<file path="src/rtl/uart_cmd_rx.sv">
// UART 8N1 receiver + {HEADER, CMD, CHK} frame decoder feeding a valid/ready command holding register.
// Latency: command visible one clock after the checksum byte's stop-bit sample; FRAME_TIMEOUT_EN adds an inter-byte timeout.
// Backpressure: one-entry holding register; a good frame arriving while it is full and not being taken is dropped with an overrun pulse.
module uart_cmd_rx #(
    parameter int          CLK_FREQ     = 50_000_000,
    parameter int          BAUD         = 115_200,
    parameter logic [7:0]  HEADER       = 8'hA5,
    parameter int          TIMEOUT_BITS = 20
) (
    input  logic       clk,
    input  logic       rst,
    input  logic       uart_in,
    output logic [3:0] move_cmd,
    output logic [3:0] speed_level,
    output logic       valid,
    input  logic       ready,
    output logic       frame_err,
    output logic       overrun
);

    localparam int CLKS_PER_BIT = CLK_FREQ / BAUD;
    localparam int HALF_BIT     = CLKS_PER_BIT / 2;
    localparam int CW           = $clog2(CLKS_PER_BIT + 1);

    if (CLKS_PER_BIT < 2 || TIMEOUT_BITS < 1) begin : g_bad_cfg
        $error("uart_cmd_rx: CLK_FREQ/BAUD must be >= 2 and TIMEOUT_BITS >= 1");
    end

    typedef enum logic [1:0] {B_IDLE, B_START, B_DATA, B_STOP} bit_state_t;
    typedef enum logic [1:0] {P_WAIT_HDR, P_WAIT_CMD, P_WAIT_CHK} parse_state_t;

    logic          sync1_q, sync2_q, rx_prev_q;
    bit_state_t    bst_q, bst_d;
    logic [CW-1:0] bit_cnt_q, bit_cnt_d;
    logic [2:0]    bit_idx_q, bit_idx_d;
    logic [7:0]    shift_q, shift_d;
    parse_state_t  pst_q, pst_d;
    logic [7:0]    cmd_q, cmd_d;
    logic          valid_q, valid_d;
    logic [3:0]    move_q, move_d;
    logic [3:0]    speed_q, speed_d;
    logic          frame_err_q, frame_err_d;
    logic          overrun_q, overrun_d;

    logic start_edge, byte_done, stop_err, frame_good, timeout_hit;

    // uart_in is asynchronous; everything downstream sees only sync2_q
    always_ff @(posedge clk or negedge rst) begin
        if (!rst) begin
            sync1_q   <= 1'b1;
            sync2_q   <= 1'b1;
            rx_prev_q <= 1'b1;
        end else begin
            sync1_q   <= uart_in;
            sync2_q   <= sync1_q;
            rx_prev_q <= sync2_q;
        end
    end

    assign start_edge = (bst_q == B_IDLE) && rx_prev_q && !sync2_q;

    always_comb begin
        bst_d     = bst_q;
        bit_cnt_d = bit_cnt_q;
        bit_idx_d = bit_idx_q;
        shift_d   = shift_q;
        byte_done = 1'b0;
        stop_err  = 1'b0;
        case (bst_q)
            B_IDLE: begin
                if (start_edge) begin
                    bst_d     = B_START;
                    bit_cnt_d = '0;
                end
            end
            B_START: begin
                if (bit_cnt_q == CW'(HALF_BIT - 1)) begin
                    bit_cnt_d = '0;
                    bit_idx_d = '0;
                    // A line back high at mid start bit was noise, not a byte
                    bst_d     = sync2_q ? B_IDLE : B_DATA;
                end else begin
                    bit_cnt_d = bit_cnt_q + 1'b1;
                end
            end
            B_DATA: begin
                if (bit_cnt_q == CW'(CLKS_PER_BIT - 1)) begin
                    bit_cnt_d = '0;
                    shift_d   = {sync2_q, shift_q[7:1]};
                    if (bit_idx_q == 3'd7) begin
                        bst_d = B_STOP;
                    end else begin
                        bit_idx_d = bit_idx_q + 1'b1;
                    end
                end else begin
                    bit_cnt_d = bit_cnt_q + 1'b1;
                end
            end
            B_STOP: begin
                if (bit_cnt_q == CW'(CLKS_PER_BIT - 1)) begin
                    bit_cnt_d = '0;
                    bst_d     = B_IDLE;
                    byte_done = sync2_q;
                    stop_err  = !sync2_q;
                end else begin
                    bit_cnt_d = bit_cnt_q + 1'b1;
                end
            end
            default: bst_d = B_IDLE;
        endcase
    end

`ifdef FRAME_TIMEOUT_EN
    localparam int TIMEOUT_CLKS = TIMEOUT_BITS * CLKS_PER_BIT;

    logic [31:0] tmo_cnt_q, tmo_cnt_d;

    // Only idle line time counts; time spent inside a byte never times out
    always_comb begin
        tmo_cnt_d   = tmo_cnt_q;
        timeout_hit = 1'b0;
        if (pst_q == P_WAIT_HDR || start_edge) begin
            tmo_cnt_d = '0;
        end else if (bst_q == B_IDLE) begin
            if (tmo_cnt_q == 32'(TIMEOUT_CLKS - 1)) begin
                timeout_hit = 1'b1;
                tmo_cnt_d   = '0;
            end else begin
                tmo_cnt_d = tmo_cnt_q + 32'd1;
            end
        end
    end

    always_ff @(posedge clk or negedge rst) begin
        if (!rst) tmo_cnt_q <= '0;
        else      tmo_cnt_q <= tmo_cnt_d;
    end
`else
    assign timeout_hit = 1'b0;
`endif

    always_comb begin
        pst_d       = pst_q;
        cmd_d       = cmd_q;
        frame_good  = 1'b0;
        frame_err_d = 1'b0;
        if (stop_err) begin
            pst_d       = P_WAIT_HDR;
            frame_err_d = 1'b1;
        end else if (byte_done) begin
            case (pst_q)
                P_WAIT_HDR: if (shift_q == HEADER) pst_d = P_WAIT_CMD;
                P_WAIT_CMD: begin
                    cmd_d = shift_q;
                    pst_d = P_WAIT_CHK;
                end
                P_WAIT_CHK: begin
                    pst_d       = P_WAIT_HDR;
                    frame_good  = (shift_q == (HEADER ^ cmd_q));
                    frame_err_d = (shift_q != (HEADER ^ cmd_q));
                end
                default: pst_d = P_WAIT_HDR;
            endcase
        end else if (timeout_hit) begin
            pst_d       = P_WAIT_HDR;
            frame_err_d = 1'b1;
        end
    end

    // A slot being emptied this cycle may be refilled in the same cycle
    always_comb begin
        valid_d   = valid_q;
        move_d    = move_q;
        speed_d   = speed_q;
        overrun_d = 1'b0;
        if (valid_q && ready) valid_d = 1'b0;
        if (frame_good) begin
            if (!valid_q || ready) begin
                move_d  = cmd_q[3:0];
                speed_d = cmd_q[7:4];
                valid_d = 1'b1;
            end else begin
                overrun_d = 1'b1;
            end
        end
    end

    always_ff @(posedge clk or negedge rst) begin
        if (!rst) begin
            bst_q       <= B_IDLE;
            bit_cnt_q   <= '0;
            bit_idx_q   <= '0;
            shift_q     <= '0;
            pst_q       <= P_WAIT_HDR;
            cmd_q       <= '0;
            valid_q     <= 1'b0;
            move_q      <= '0;
            speed_q     <= '0;
            frame_err_q <= 1'b0;
            overrun_q   <= 1'b0;
        end else begin
            bst_q       <= bst_d;
            bit_cnt_q   <= bit_cnt_d;
            bit_idx_q   <= bit_idx_d;
            shift_q     <= shift_d;
            pst_q       <= pst_d;
            cmd_q       <= cmd_d;
            valid_q     <= valid_d;
            move_q      <= move_d;
            speed_q     <= speed_d;
            frame_err_q <= frame_err_d;
            overrun_q   <= overrun_d;
        end
    end

    assign move_cmd    = move_q;
    assign speed_level = speed_q;
    assign valid       = valid_q;
    assign frame_err   = frame_err_q;
    assign overrun     = overrun_q;

endmodule

</file>
<file path="config.mk">
export PLATFORM = sky130hd
export DESIGN_NAME = uart_cmd_rx
export DESIGN_NICKNAME = d
export VERILOG_FILES = /design/src/rtl/uart_cmd_rx.sv
export SDC_FILE = /design/constraint.sdc
export NUM_CORES = 1
export LEC_CHECK = 0
export BUFFER_PORTS_ARGS = -buffer_cell sky130_fd_sc_hd__buf_2
export CAP_MARGIN = 0
export CORE_ASPECT_RATIO = 1.75
export CORE_MARGIN = 1
export CORE_UTILIZATION = 40
export DETAILED_ROUTE_END_ITERATION = 8
export HOLD_SLACK_MARGIN = 0.05
export PLACE_DENSITY = 0.68
export SKIP_CTS_REPAIR_TIMING = 1
export SLEW_MARGIN = 0
export SYNTH_ARGS = -nofsm -noshare
export SYNTH_HDL_FRONTEND = slang
export SYNTH_SLANG_ARGS = --single-unit
</file>
<file path="constraint.sdc">
create_clock -name clk -period 5.52 [get_ports clk]
set_input_delay 1.656 -clock clk [delete_from_list [all_inputs] [get_ports clk]]
set_output_delay 1.656 -clock clk [all_outputs]
set_load 0.05 [all_outputs]
</file>
After elaboration in Yosys (flattened, before gate mapping)
Cells that the tools add are included.

Register bits: 46. Bits in latches: 0. Bits in writable memories: 0. Memory bits (read-only): 0. Input bits: 4. Logic and storage cells: 87. Memories: 0.

Add/subtract/negate cells: 2. Multiply operators: 0. Divide/modulo/power cells: 0. $lt $le $gt $ge: 0. Eq/ne operators: 18. Shift operators: 0. Muxes and demuxes: 34. Bitwise logic cells: 2. Reduce and logical (&&, ||, !) cells: 17.

Operators with widths (count): 2-to-1 mux 9 bit (3); case mux 9 bit (3 select lines) (1); 2-to-1 mux 2 bit (9); 2-to-1 mux 1 bit (15); inequality test 2 bit (second input constant) (6); adder 9 x 1 -> 9 bit (second input constant) (1); == test 9 x 8 -> 1 bit (second input constant) (1); == test 9 bit (second input constant) (1); 2-to-1 mux 3 bit (3); == test 8 bit (1); == test 8 bit (second input constant) (1); inequality test 8 bit (1); case mux 2 bit (4 select lines) (1); == test 2 bit (second input constant) (3); case mux 3 bit (2 select lines) (1); AND reduction 2 bit (3); AND reduction 5 bit (1); == test 2 x 1 -> 1 bit (second input constant) (2); zero test 2 bit (2); NOT 4 bit (1); case mux 2 bit (2 select lines) (1); AND reduction 4 bit (1); nonzero test 2 bit (2); adder 3 x 1 -> 3 bit (second input constant) (1); 8 further kinds (11).

Longest topological paths before layout
Gate-level depths: netlist of run 1.

Word-level depth: 6. Mapped depth: 7. Mapped depth without buffers: 6.

Worst setup path before layout of run 1
OpenSTA, ideal clock, no wires.

Kind: input-to-reg. From: input port ready. To: register move_q[2] (netlist: move_cmd[2]). Arrival time: 2375 ps. Slack: 3021 ps. Stages: 3. Buffers on the path: 0. Cell sequence: nand2b_1 > nand4_4 > mux2_2.

Cells in the longest elaborated chain, start to end: 2.

RTL lines: from (decl) (RTL line 16) `input logic ready,`; logical OR 1 bit (RTL line 178) `if (!valid_q || ready) begin`; AND reduction 2 bit (no source line); to (signal assigned) (RTL line 209) `move_q <= move_d;`; to (decl) (RTL line 40) `logic [3:0] move_q, move_d;`.

No other way between the ends. A chain may end at the register's enable or synchronous reset.

Final worst setup path of run 1
From: register move_q[3] (netlist: move_cmd[3]). To: output port move_cmd[3].

RTL lines: to (decl) (RTL line 13) `output logic [3:0] move_cmd,`.

No word-level cell between the ends.

==> impl_results.md, run 1 <==
- Leak: 0.00122 µW
- Final Hold Violating Endpoints: 0
- Nets@finish: 220
- # DRC: 0
- Vias in the first global route: 1492
- Hold Path End: sync2_q$_DFF_PN1_
- Reg2reg end: bit_cnt_q[6]$_DFFE_PN0P_
- Layout cells sized above 1: 28.8%
- FF-to-FF Start: bit_cnt_q[0]$_DFFE_PN0P_
- Most frequent cell after synthesis: dfrtp_1
- Mapped Cells: 193
- # port buffers: 14
- # Max-Cap Violations: 0
- Setup tns final: 0 ps
- Pin count of the biggest net entering global routing: 47
- H-tree levels: 2
- CTS max path bufs: 2
- Total core area: 5590 µm²
- Setup Crit Path Kind: register to output port
- Hold Crit Start: sync1_q$_DFF_PN1_
- CP startpoint kind: register
- Die Y: 102 µm
- Status: finished, final reports clean
- Wire length per cell: 14.4 µm
- Cell taking the most area after synthesis: dfrtp_1
- Fmax: 384 MHz
- Critical path arrival: 950 ps
- Yosys cell types: 45
- Async set-or-reset flop fraction in the synthesized netlist: 100%
- Clock Latency Late Sink: 300 ps
- Cell Chain, Critical Path: buf_2
- Kind of cell adding the most delay to the critical path: flip-flops
- Final setup viols: 0
- Via count: 1522
- Slowest-stage cell, CP: dfrtp_1
- Initial detailed-routing violation count: 77
- Initial Util: 41.3%
- Worst hold stages: 0
- Worst hold path type: register to register
- Reg area: 1150 µm²
- Worst vdd ir: 0.000198 V
- Share of the synthesized area in the top cell type: 46.6%
- Worst-Margin Slew: 1000 ps
- CTS sink count: 46
- YS warnings: 0
- Total track usage: 15.9%
- Crit end category: output port
- Routed wire length: 4160 µm
- Slowest stage delay, CP: 370 ps
- Syn Nets: 202
- Synth top area cells: dfrtp_1 47%, mux2_2 9.8%, dfstp_2 3.4%
- Main synth FF type: dfrtp_1
- Post-synth EDFFs: 0
- Initial antenna violation count: 0
- Post-route minimum period: 2600 ps
- Synthesized flop and latch total: 46
- PwrDens: 289 nW/µm²
- First-pass GRT wire length: 7100 µm
- Placed Area: 2460 µm²
- Layout fillers: 566
- DR pass1 iterations: 4
- ANT cells: 0
- Flop2flop setup slack: 3320 ps
- Final Wtd Congestion: 0.759
- CTS root buffer: clkbuf_8
- FF-to-FF path depth: 6
- Post-synth top cells: 43 x dfrtp_1, 20 x mux2_2, 20 x nand2_1
- Synthesized cell area: 2310 µm²
- Clock-pin slew on the worst setup and hold paths: 90 ps
- CTS buffer count: 5
- Post-synthesis area per instance: 12.0 µm²
- Worst-path maximum fanout: 2
- Final Cycle Share: 47.1%
- Die Wd: 59.4 µm
- Area Overhead vs Synth: 11.5%
- DR vias/cell: 5.28
- CTS tree: yes
- Register area share after synthesis: 50.0%
- Dpl hpwl: 3030 µm
- Multi-input logic area: 1110 µm²
- RSZ-0062 raised after global routing: no
- Clock skew: 6.51 ps
- Slew Limit Headroom: 33.2%
- Critical path buffer and inverter count: 1
- I/O Pins: 15
- Design Area, Final: 2570 µm²
- Post-route ant nets: 0
- Row count: 36
- Grt ovf: 0
- Total die area: 6090 µm²
- Required time worst endpoint: 3860 ps
- Fin. max-slew vios: 0
[placed cells by master, fill, tap and decap left out, types with 2 or more instances in the layout]
| cell | instances |
|---|---|
| clkbuf_8 | 5 |
| xor2_1 | 5 |
| o22ai_1 | 5 |
| o31ai_1 | 2 |
| buf_2 | 15 |
| nand3_1 | 6 |
| o31a_1 | 2 |
| nand2b_1 | 3 |
| dfstp_2 | 3 |
| nor4_1 | 3 |
| nor3_1 | 3 |
| ha_1 | 5 |
| dfrtp_1 | 43 |
| nor2_1 | 5 |
| o21ai_0 | 8 |
| nand3b_1 | 2 |
| xnor2_1 | 4 |
| mux2i_1 | 2 |
| mux2_4 | 4 |
| o211ai_1 | 3 |
| inv_1 | 6 |
| a21oi_1 | 5 |
| mux2_2 | 20 |
| and4bb_2 | 3 |
| and4b_1 | 2 |
| nand2_1 | 20 |
| nor4_4 | 3 |
| nor2b_1 | 4 |
[where the power goes]
group,total [µW],internal (µW),switching [µW]
Combinational,103,41.7,61.4
Clock,248,135,113
Sequential,394,356,38.0
[layout make-up]
cell class / instances / area share, %
Sequential cell: 46 / 44.9
Multi-Input combinational cell: 136 / 43.1
Inverter: 6 / 0.875
Clock inverter: 2 / 1.46
Clock buffer: 6 / 2.82
Tap cell: 76 / 3.69
Timing Repair Buffer: 16 / 3.21
[cells by family after synthesis]
family / Yosys count / synth area share [%]
AO/OA/AOI/OAI: 35 / 10.0
XOR/XNOR: 9 / 3.41
adder cells (fa/ha/maj): 5 / 2.71
buffers and inverters: 11 / 1.95
flip-flops: 46 / 50.0
multiplexers: 26 / 13.2
AND/OR/NAND/NOR: 61 / 18.6
[state kept, by name (all words and copies together) (netlist names), named ones only]
signal,count
move_cmd,4
shift_q,8
sync1_q,1
bit_idx_q,3
valid,1
frame_err,1
pst_q,2
bit_cnt_q,9
sync2_q,1
cmd_q,8
rx_prev_q,1
bst_q,1
overrun,1
speed_level,4
[routing by layer]
layer	vias up	GRT usage [%]	routed length (µm)
met1	754	17.8	1720
li1	744	-	-
met2	18	28.3	2250
met3	6	3.39	102
met4	0	7.14	89
met5	-	0	0
[stage by stage]
stage,total power (µW),hold WS [ps],setup WS [ps],std cells,utilization [%]
final,744,369,2920,288,46.1
after global routing,796,373,2880,288,46.1
after CTS,751,371,2910,287,46.0
after detailed placement,502,361,2860,279,44.0
after global placement,499,346,2890,279,44.0
after floorplan,467,345,3020,193,-
[worst max path at each step]
stage	start	end	slack, ps	depth (start not counted)
after floorplan	ready	move_cmd[2]$_DFFE_PN0P_	3020	3
after global placement	ready	move_cmd[2]$_DFFE_PN0P_	2890	4
after detailed placement	ready	speed_level[2]$_DFFE_PN0P_	2860	4
after CTS	move_cmd[3]$_DFFE_PN0P_	move_cmd[3]	2910	1
after global routing	move_cmd[3]$_DFFE_PN0P_	move_cmd[3]	2880	1
final	move_cmd[3]$_DFFE_PN0P_	move_cmd[3]	2920	1
(Power assumes the default switching activity.)
==> inputs of run 2 (changes only) <==
PLACE_DENSITY = 0.7   (was 0.68)
clock period = 2.15 ns   (was 5.52 ns; I/O delays follow)
==> run 2 against run 1 <==
  * Highest routed layer unchanged
  * Clock power increased to 2.6 times the previous value
  * Critical path depth increased by 5
  * Count of clock-buffer cells in the layout unchanged
  * Largest power group unchanged
  * Cell count increased by 1.7%
  * Final area increased by 1.6%
  * Total power increased to 2.6 times the previous value
  * Sequential power increased by 150%
  * Critical endpoint is now move_cmd[3]$_DFFE_PN0P_
  * Global-route usage about the same
  * Non-clock buffer count increased by 5
==> impl_results.md, run 2 (synthesis results as in run 1) <==
- Die Y: 102 µm (unchanged)
- DR pass1 iterations: 3 (was 4)
- Leak: 0.00125 µW (was 0.00122 µW)
- FF-to-FF path depth: 6 (unchanged)
- Final Wtd Congestion: 0.778 (was 0.759)
- # Max-Cap Violations: 0 (unchanged)
- Crit end category: register (was output port)
- Total track usage: 15.9% (about the same)
- Via count: 1555 (was 1522)
- Clock Latency Late Sink: 300 ps (about the same)
- Layout cells sized above 1: 30.4% (was 28.8%)
- Setup Crit Path Kind: register to register (was register to output port)
- Reg2reg end: move_cmd[3]$_DFFE_PN0P_ (was bit_cnt_q[6]$_DFFE_PN0P_)
- Required time worst endpoint: 2340 ps (was 3860 ps)
- Levels on crit path: 6 (was 1)
- Pin count of the biggest net entering global routing: 47 (unchanged)
- Placed Area: 2500 µm² (was 2460 µm²)
- Slowest-stage cell, CP: dfrtp_1 (unchanged)
- Worst-path maximum fanout: 8 (was 2)
- Worst-Margin Slew: 566 ps (was 1000 ps)
- Dpl hpwl: 3030 µm (about the same)
- First-pass GRT wire length: 7280 µm (was 7100 µm)
- Post-route ant nets: 0 (unchanged)
- PwrDens: 741 nW/µm² (was 289 nW/µm²)
- Area Overhead vs Synth: 13.2% (was 11.5%)
- CTS buffer count: 5 (unchanged)
- Critical path arrival: 2110 ps (was 950 ps)
- Post-layout util: 46.8% (was 46.1%)
- Total core area: 5590 µm² (unchanged)
- FF-to-FF Start: bit_cnt_q[1]$_DFFE_PN0P_ (was bit_cnt_q[0]$_DFFE_PN0P_)
- Fin. max-slew vios: 0 (unchanged)
- Worst vdd ir: 0.000321 V (was 0.000198 V)
- ANT cells: 0 (unchanged)
- Placed cells: 285 (was 279)
- Clock-pin slew on the worst setup and hold paths: 80 ps (was 90 ps)
- # DRC: 0 (unchanged)
- Final Hold Violating Endpoints: 0 (unchanged)
- RSZ-0062 raised after global routing: no (unchanged)
- Setup crit start: bit_cnt_q[1]$_DFFE_PN0P_ (was move_cmd[3]$_DFFE_PN0P_)
- Final Cycle Share: 89.5%
- Critical path buffer and inverter count: 1 (unchanged)
- Wire length per cell: 14.0 µm (was 14.4 µm)
- Final setup viols: 0 (unchanged)
- CTS sink count: 46 (unchanged)
- Nets@finish: 225 (was 220)
- Total power: 1940 µW (was 744 µW)
- Initial detailed-routing violation count: 16 (was 77)
- Routed wire length: 4090 µm (was 4160 µm)
- Worst hold path type: register to register (unchanged)
- Most flop-heavy register: bit_cnt_q (unchanged)
- Largest regs: bit_cnt_q (9), cmd_q (8), shift_q (8) (unchanged)
- CTS root buffer: clkbuf_8 (unchanged)
- Flop2flop setup slack: 230 ps (was 3320 ps)
- Kind of cell adding the most delay to the critical path: simple AND/OR/NAND/NOR gates (was flip-flops)
- Initial Util: 41.3% (unchanged)
- Fmax: 520 MHz
- Post-route minimum period: 1920 ps
- CTS tree: yes (unchanged)
- Clock skew: 8.10 ps (was 6.51 ps)
- Initial antenna violation count: 0 (unchanged)
- Slowest stage delay, CP: 420 ps (was 370 ps)
- Largest register FFs: 9 (unchanged)
- CTS max path bufs: 2 (unchanged)
- Total die area: 6090 µm² (unchanged)
- Die Wd: 59.4 µm (unchanged)
- CP startpoint kind: register (unchanged)
- Slew Limit Headroom: 62.3% (was 33.2%)
- Setup tns final: 0 ps (unchanged)
- Status: finished, final reports clean (unchanged)
- Most common cell after layout, fill and taps aside: dfrtp_1 (unchanged)
- Grt ovf: 0 (unchanged)
- Setup crit end: move_cmd[3]$_DFFE_PN0P_ (was move_cmd[3])
- Post-Layout Cell Count: 293 (was 288)
- Commonest non-fill, non-tap cells in the layout: 43 x dfrtp_1, 20 x nand2_1, 20 x mux2_2 (unchanged)
- Design Area, Final: 2610 µm² (was 2570 µm²)
- # port buffers: 14 (unchanged)
- I/O Pins: 15 (unchanged)
- Cell Chain, Critical Path: inv_1, ha_1, nand4b_2, nor4_4, nand4_4, mux2_4 (was buf_2)
- Vias in the first global route: 1632 (was 1492)
- DR vias/cell: 5.31 (was 5.28)
- Row count: 36 (unchanged)
- H-tree levels: 2 (unchanged)
- Layout fillers: 527 (was 566)
-- run 2: changes by cell type in the layout (fill, tap and decap cells not counted) --
| cell | delta |
|---|---|
| buf_4 | +6 |
| buf_2 | -1 |
-- run 2: area by class of cell --
cell class,count,area (µm²),share of cell area (%)
flip-flops and latches,46,1150,44.2
multi-input cells,136,1110,42.4
repair buffers,21,123,4.69
well taps,76,95.1,3.64
clock buffers,6,72.6,2.78
clock inverters,2,37.5,1.44
inverters,6,22.5,0.862
-- run 2: through the flow --
stage               setup slack [ps]  hold WS (ps)
global placement                 260           346
CTS                              206           360
finish                           227           358
floorplan                        358           345
global route                    72.6           361
detailed placement               217           347
-- run 2: layer usage --
layer | global-route usage [%] | share of wire (%) | vias to the layer above
li1 | - | - | 752
met1 | 16.0 | 38 | 778
met2 | 30.2 | 58 | 17
met3 | 3.39 | 2.0 | 8
met4 | 6.78 | 1.9 | 0
met5 | 0 | 0 | -
-- run 2: power by group --
| group | switching (µW) | leakage, µW | total, µW | internal, µW |
|---|---|---|---|---|
| Combinational | 188 | 0.000572 | 323 | 134 |
| Clock | 287 | 0.0000514 | 634 | 347 |
| Sequential | 66.2 | 0.000625 | 980 | 914 |
| Total | 541 | 0.00125 | 1940 | 1390 |
-- run 2: worst reg2reg max path, cell delays in order (launching register included) --
cell	delay [ps]
dfrtp_1	420
inv_1	110
ha_1	180
nand4b_2	180
nor4_4	350
nand4_4	230
mux2_4	360
-- run 2: worst min-delay path by stage --
stage,from,slack [ps],depth (start not counted),endpoint
global route,sync1_q$_DFF_PN1_,360,0,sync2_q$_DFF_PN1_
global placement,sync1_q$_DFF_PN1_,350,0,sync2_q$_DFF_PN1_
floorplan,rst,350,0,async pin
detailed placement,sync1_q$_DFF_PN1_,350,0,sync2_q$_DFF_PN1_
CTS,sync1_q$_DFF_PN1_,360,0,sync2_q$_DFF_PN1_
finish,sync1_q$_DFF_PN1_,360,0,sync2_q$_DFF_PN1_
==> inputs of run 3 (changes only) <==
RECOVER_POWER = 100   (was default)
==> run 3 against run 2 <==
  * Largest power group unchanged
  * Clock power is essentially flat
  * Total power shrank 0.32%
  * Clock skew shrank 0.67 ps
  * Via count grew 0.19%
==> impl_results.md, run 3 (synthesis results as in run 1) <==
- Status: finished, final reports clean (unchanged)
- CTS max path bufs: 2 (unchanged)
- Layout cells sized above 1: 23.5% (was 30.4%)
- Die Wd: 59.4 µm (unchanged)
- Leak: 0.00118 µW (was 0.00125 µW)
- Worst hold stages: 0 (unchanged)
- Total die area: 6090 µm² (unchanged)
- Kind of cell adding the most delay to the critical path: simple AND/OR/NAND/NOR gates (unchanged)
- Sequential share of power: 50.7% (was 50.6%)
- Met3 Use GR: 3.39% (unchanged)
- Fin. max-slew vios: 0 (unchanged)
- CTS root buffer: clkbuf_8 (unchanged)
- # Max-Cap Violations: 0 (unchanged)
- Setup tns final: 0 ps (unchanged)
- Initial antenna violation count: 0 (unchanged)
- Total core area: 5590 µm² (unchanged)
- Placed cells: 285 (unchanged)
- ANT cells: 0 (unchanged)
- Slowest-stage cell, CP: dfrtp_1 (unchanged)
- Most flop-heavy register: bit_cnt_q (unchanged)
- CTS sink count: 46 (unchanged)
- Hold Crit Start: sync1_q$_DFF_PN1_ (unchanged)
- Critical path buffer and inverter count: 1 (unchanged)
- Critical path arrival: 2150 ps (was 2110 ps)
- Final Wtd Congestion: 0.778 (unchanged)
- Layout fillers: 541 (was 527)
- Slew Limit Headroom: 25.8% (was 62.3%)
- Hold WS: 363 ps (was 358 ps)
- Post-Layout Cell Count: 293 (unchanged)
- Crit end category: register (unchanged)
- Setup Crit Path Kind: register to register (unchanged)
- Cell Chain, Critical Path: inv_1, ha_1, nand4b_1, nor4_4, nand4_4, mux2_4 (was inv_1, ha_1, nand4b_2, nor4_4, nand4_4, mux2_4)
- FF-to-FF path depth: 6 (unchanged)
- Via count: 1558 (was 1555)
- Grt ovf: 0 (unchanged)
- Nets@finish: 225 (unchanged)
- Routed wire length: 4110 µm (was 4090 µm)
- CTS buffer count: 5 (unchanged)
- GR Layer Usage met1: 16.0% (unchanged)
- Worst vdd ir: 0.000321 V (about the same)
- CP startpoint kind: register (unchanged)
- Vias in the first global route: 1632 (unchanged)
- Most common cell after layout, fill and taps aside: dfrtp_1 (unchanged)
- Logic pwr share: 16.6% (was 16.7%)
- Dpl hpwl: 3030 µm (unchanged)
- Total track usage: 15.9% (unchanged)
- H-tree levels: 2 (unchanged)
- Initial Util: 41.3% (unchanged)
- Die Y: 102 µm (unchanged)
- Clk network pwr share: 32.7% (about the same)
- I/O Pins: 15 (unchanged)
- Clock-pin slew on the worst setup and hold paths: 80 ps (about the same)
- Commonest non-fill, non-tap cells in the layout: 43 x dfrtp_1, 20 x nand2_1, 20 x mux2_2 (unchanged)
- Worst-path maximum fanout: 8 (unchanged)
- Row count: 36 (unchanged)
- Clock skew: 7.43 ps (was 8.10 ps)
- Internal power: 1390 µW (about the same)
- Initial detailed-routing violation count: 24 (was 16)
- Required time worst endpoint: 2330 ps (was 2340 ps)
- Final Cycle Share: 91.6% (was 89.5%)
- CTS tree: yes (unchanged)
- Top Usage Layer GRT: met2 (unchanged)
- Fmax: 508 MHz (was 520 MHz)
- Pin count of the biggest net entering global routing: 47 (unchanged)
- First-pass GRT wire length: 7280 µm (unchanged)
- Met2 Use GR: 30.2% (unchanged)
- Area Overhead vs Synth: 12.0% (was 13.2%)
- Worst-Margin Slew: 1110 ps (was 566 ps)
- DR vias/cell: 5.32 (was 5.31)
- Hold Path End: sync2_q$_DFF_PN1_ (unchanged)
- # DRC: 0 (unchanged)
- # port buffers: 14 (unchanged)
- Largest register FFs: 9 (unchanged)
- Final setup viols: 0 (unchanged)
- RSZ-0062 raised after global routing: no (unchanged)
- Final Hold Violating Endpoints: 0 (unchanged)
- PwrDens: 747 nW/µm² (was 741 nW/µm²)
- DR pass1 iterations: 3 (unchanged)
- Sw Pwr: 538 µW (was 541 µW)
- Reg2reg end: move_cmd[3]$_DFFE_PN0P_ (unchanged)
- FF-to-FF Start: bit_cnt_q[1]$_DFFE_PN0P_ (unchanged)
- Slowest stage delay, CP: 410 ps (was 420 ps)
- Sw frac: 27.9% (was 28.0%)
- Wire length per cell: 14.0 µm (about the same)
- Worst hold path type: register to register (unchanged)
- Largest regs: bit_cnt_q (9), cmd_q (8), shift_q (8) (unchanged)
- Clock Latency Late Sink: 300 ps (about the same)
- Post-route minimum period: 1970 ps (was 1920 ps)
- Post-route ant nets: 0 (unchanged)
- Flop2flop setup slack: 180 ps (was 230 ps)
## run 3: cell types whose count changed in the layout (fill, tap and decap cells not counted)
cell,change
buf_2,-11
clkbuf_2,+2
nand4b_1,+1
clkbuf_1,+12
and4bb_1,+1
buf_4,-3
nand4b_2,-1
dfstp_1,+1
dfstp_2,-1
and4bb_2,-1
## run 3: power by group through the flow
| stage | Combinational (µW) | Clock, µW | Sequential, µW |
|---|---|---|---|
| 3_3_place_gp | 317 | 0 | 990 |
| 2_1_floorplan | 213 | 0 | 985 |
| 6_report | 320 | 632 | 979 |
| 4_1_cts | 328 | 659 | 978 |
| 3_5_place_dp | 324 | 0 | 995 |
| 5_1_grt | 365 | 699 | 988 |
## run 3: worst register-to-register path, stage by stage, from the launching register on
cell	delay, ps
dfrtp_1	410
inv_1	100
ha_1	160
nand4b_1	220
nor4_4	380
nand4_4	230
mux2_4	360
## run 3: area by class of cell
class,instances,area (µm²),share of cell area (%)
Clock buffer,6,72.6,2.81
Multi-Input combinational cell,136,1100,42.6
Timing Repair Buffer,21,100,3.87
Clock inverter,2,37.5,1.45
Tap cell,76,95.1,3.68
Inverter,6,22.5,0.871
Sequential cell,46,1150,44.7
## run 3: worst max-delay path by stage
stage | from | endpoint | slack, ps | cells past startpoint
finish | bit_cnt_q[1]$_DFFE_PN0P_ | move_cmd[3]$_DFFE_PN0P_ | 180 | 6
global placement | bit_cnt_q[1]$_DFFE_PN0P_ | move_cmd[1]$_DFFE_PN0P_ | 260 | 6
global route | bit_cnt_q[1]$_DFFE_PN0P_ | move_cmd[3]$_DFFE_PN0P_ | 40 | 6
floorplan | bit_cnt_q[1]$_DFFE_PN0P_ | move_cmd[0]$_DFFE_PN0P_ | 360 | 6
CTS | bit_cnt_q[1]$_DFFE_PN0P_ | move_cmd[0]$_DFFE_PN0P_ | 210 | 6
detailed placement | bit_cnt_q[1]$_DFFE_PN0P_ | move_cmd[0]$_DFFE_PN0P_ | 220 | 6
## run 3: per-layer routing
layer  vias up  part of all wire, %  wire length, µm
met4         0                  1.9               77
met1       781                   38             1580
met2        17                   58             2360
met5         -                    0                0
li1        751                    -                -
met3         9                  2.1               88
## run 3: metrics by stage
stage               total power, µW  worst slack [ps]  utilization [%]  instance area (µm²)
CTS                            1960               206             46.8                 2610
finish                         1930               180             46.3                 2580
detailed placement             1320               217             44.8                 2500
global placement               1310               260             44.8                 2500
floorplan                      1200               358                -                 2310
global route                   2050              39.0             46.3                 2580
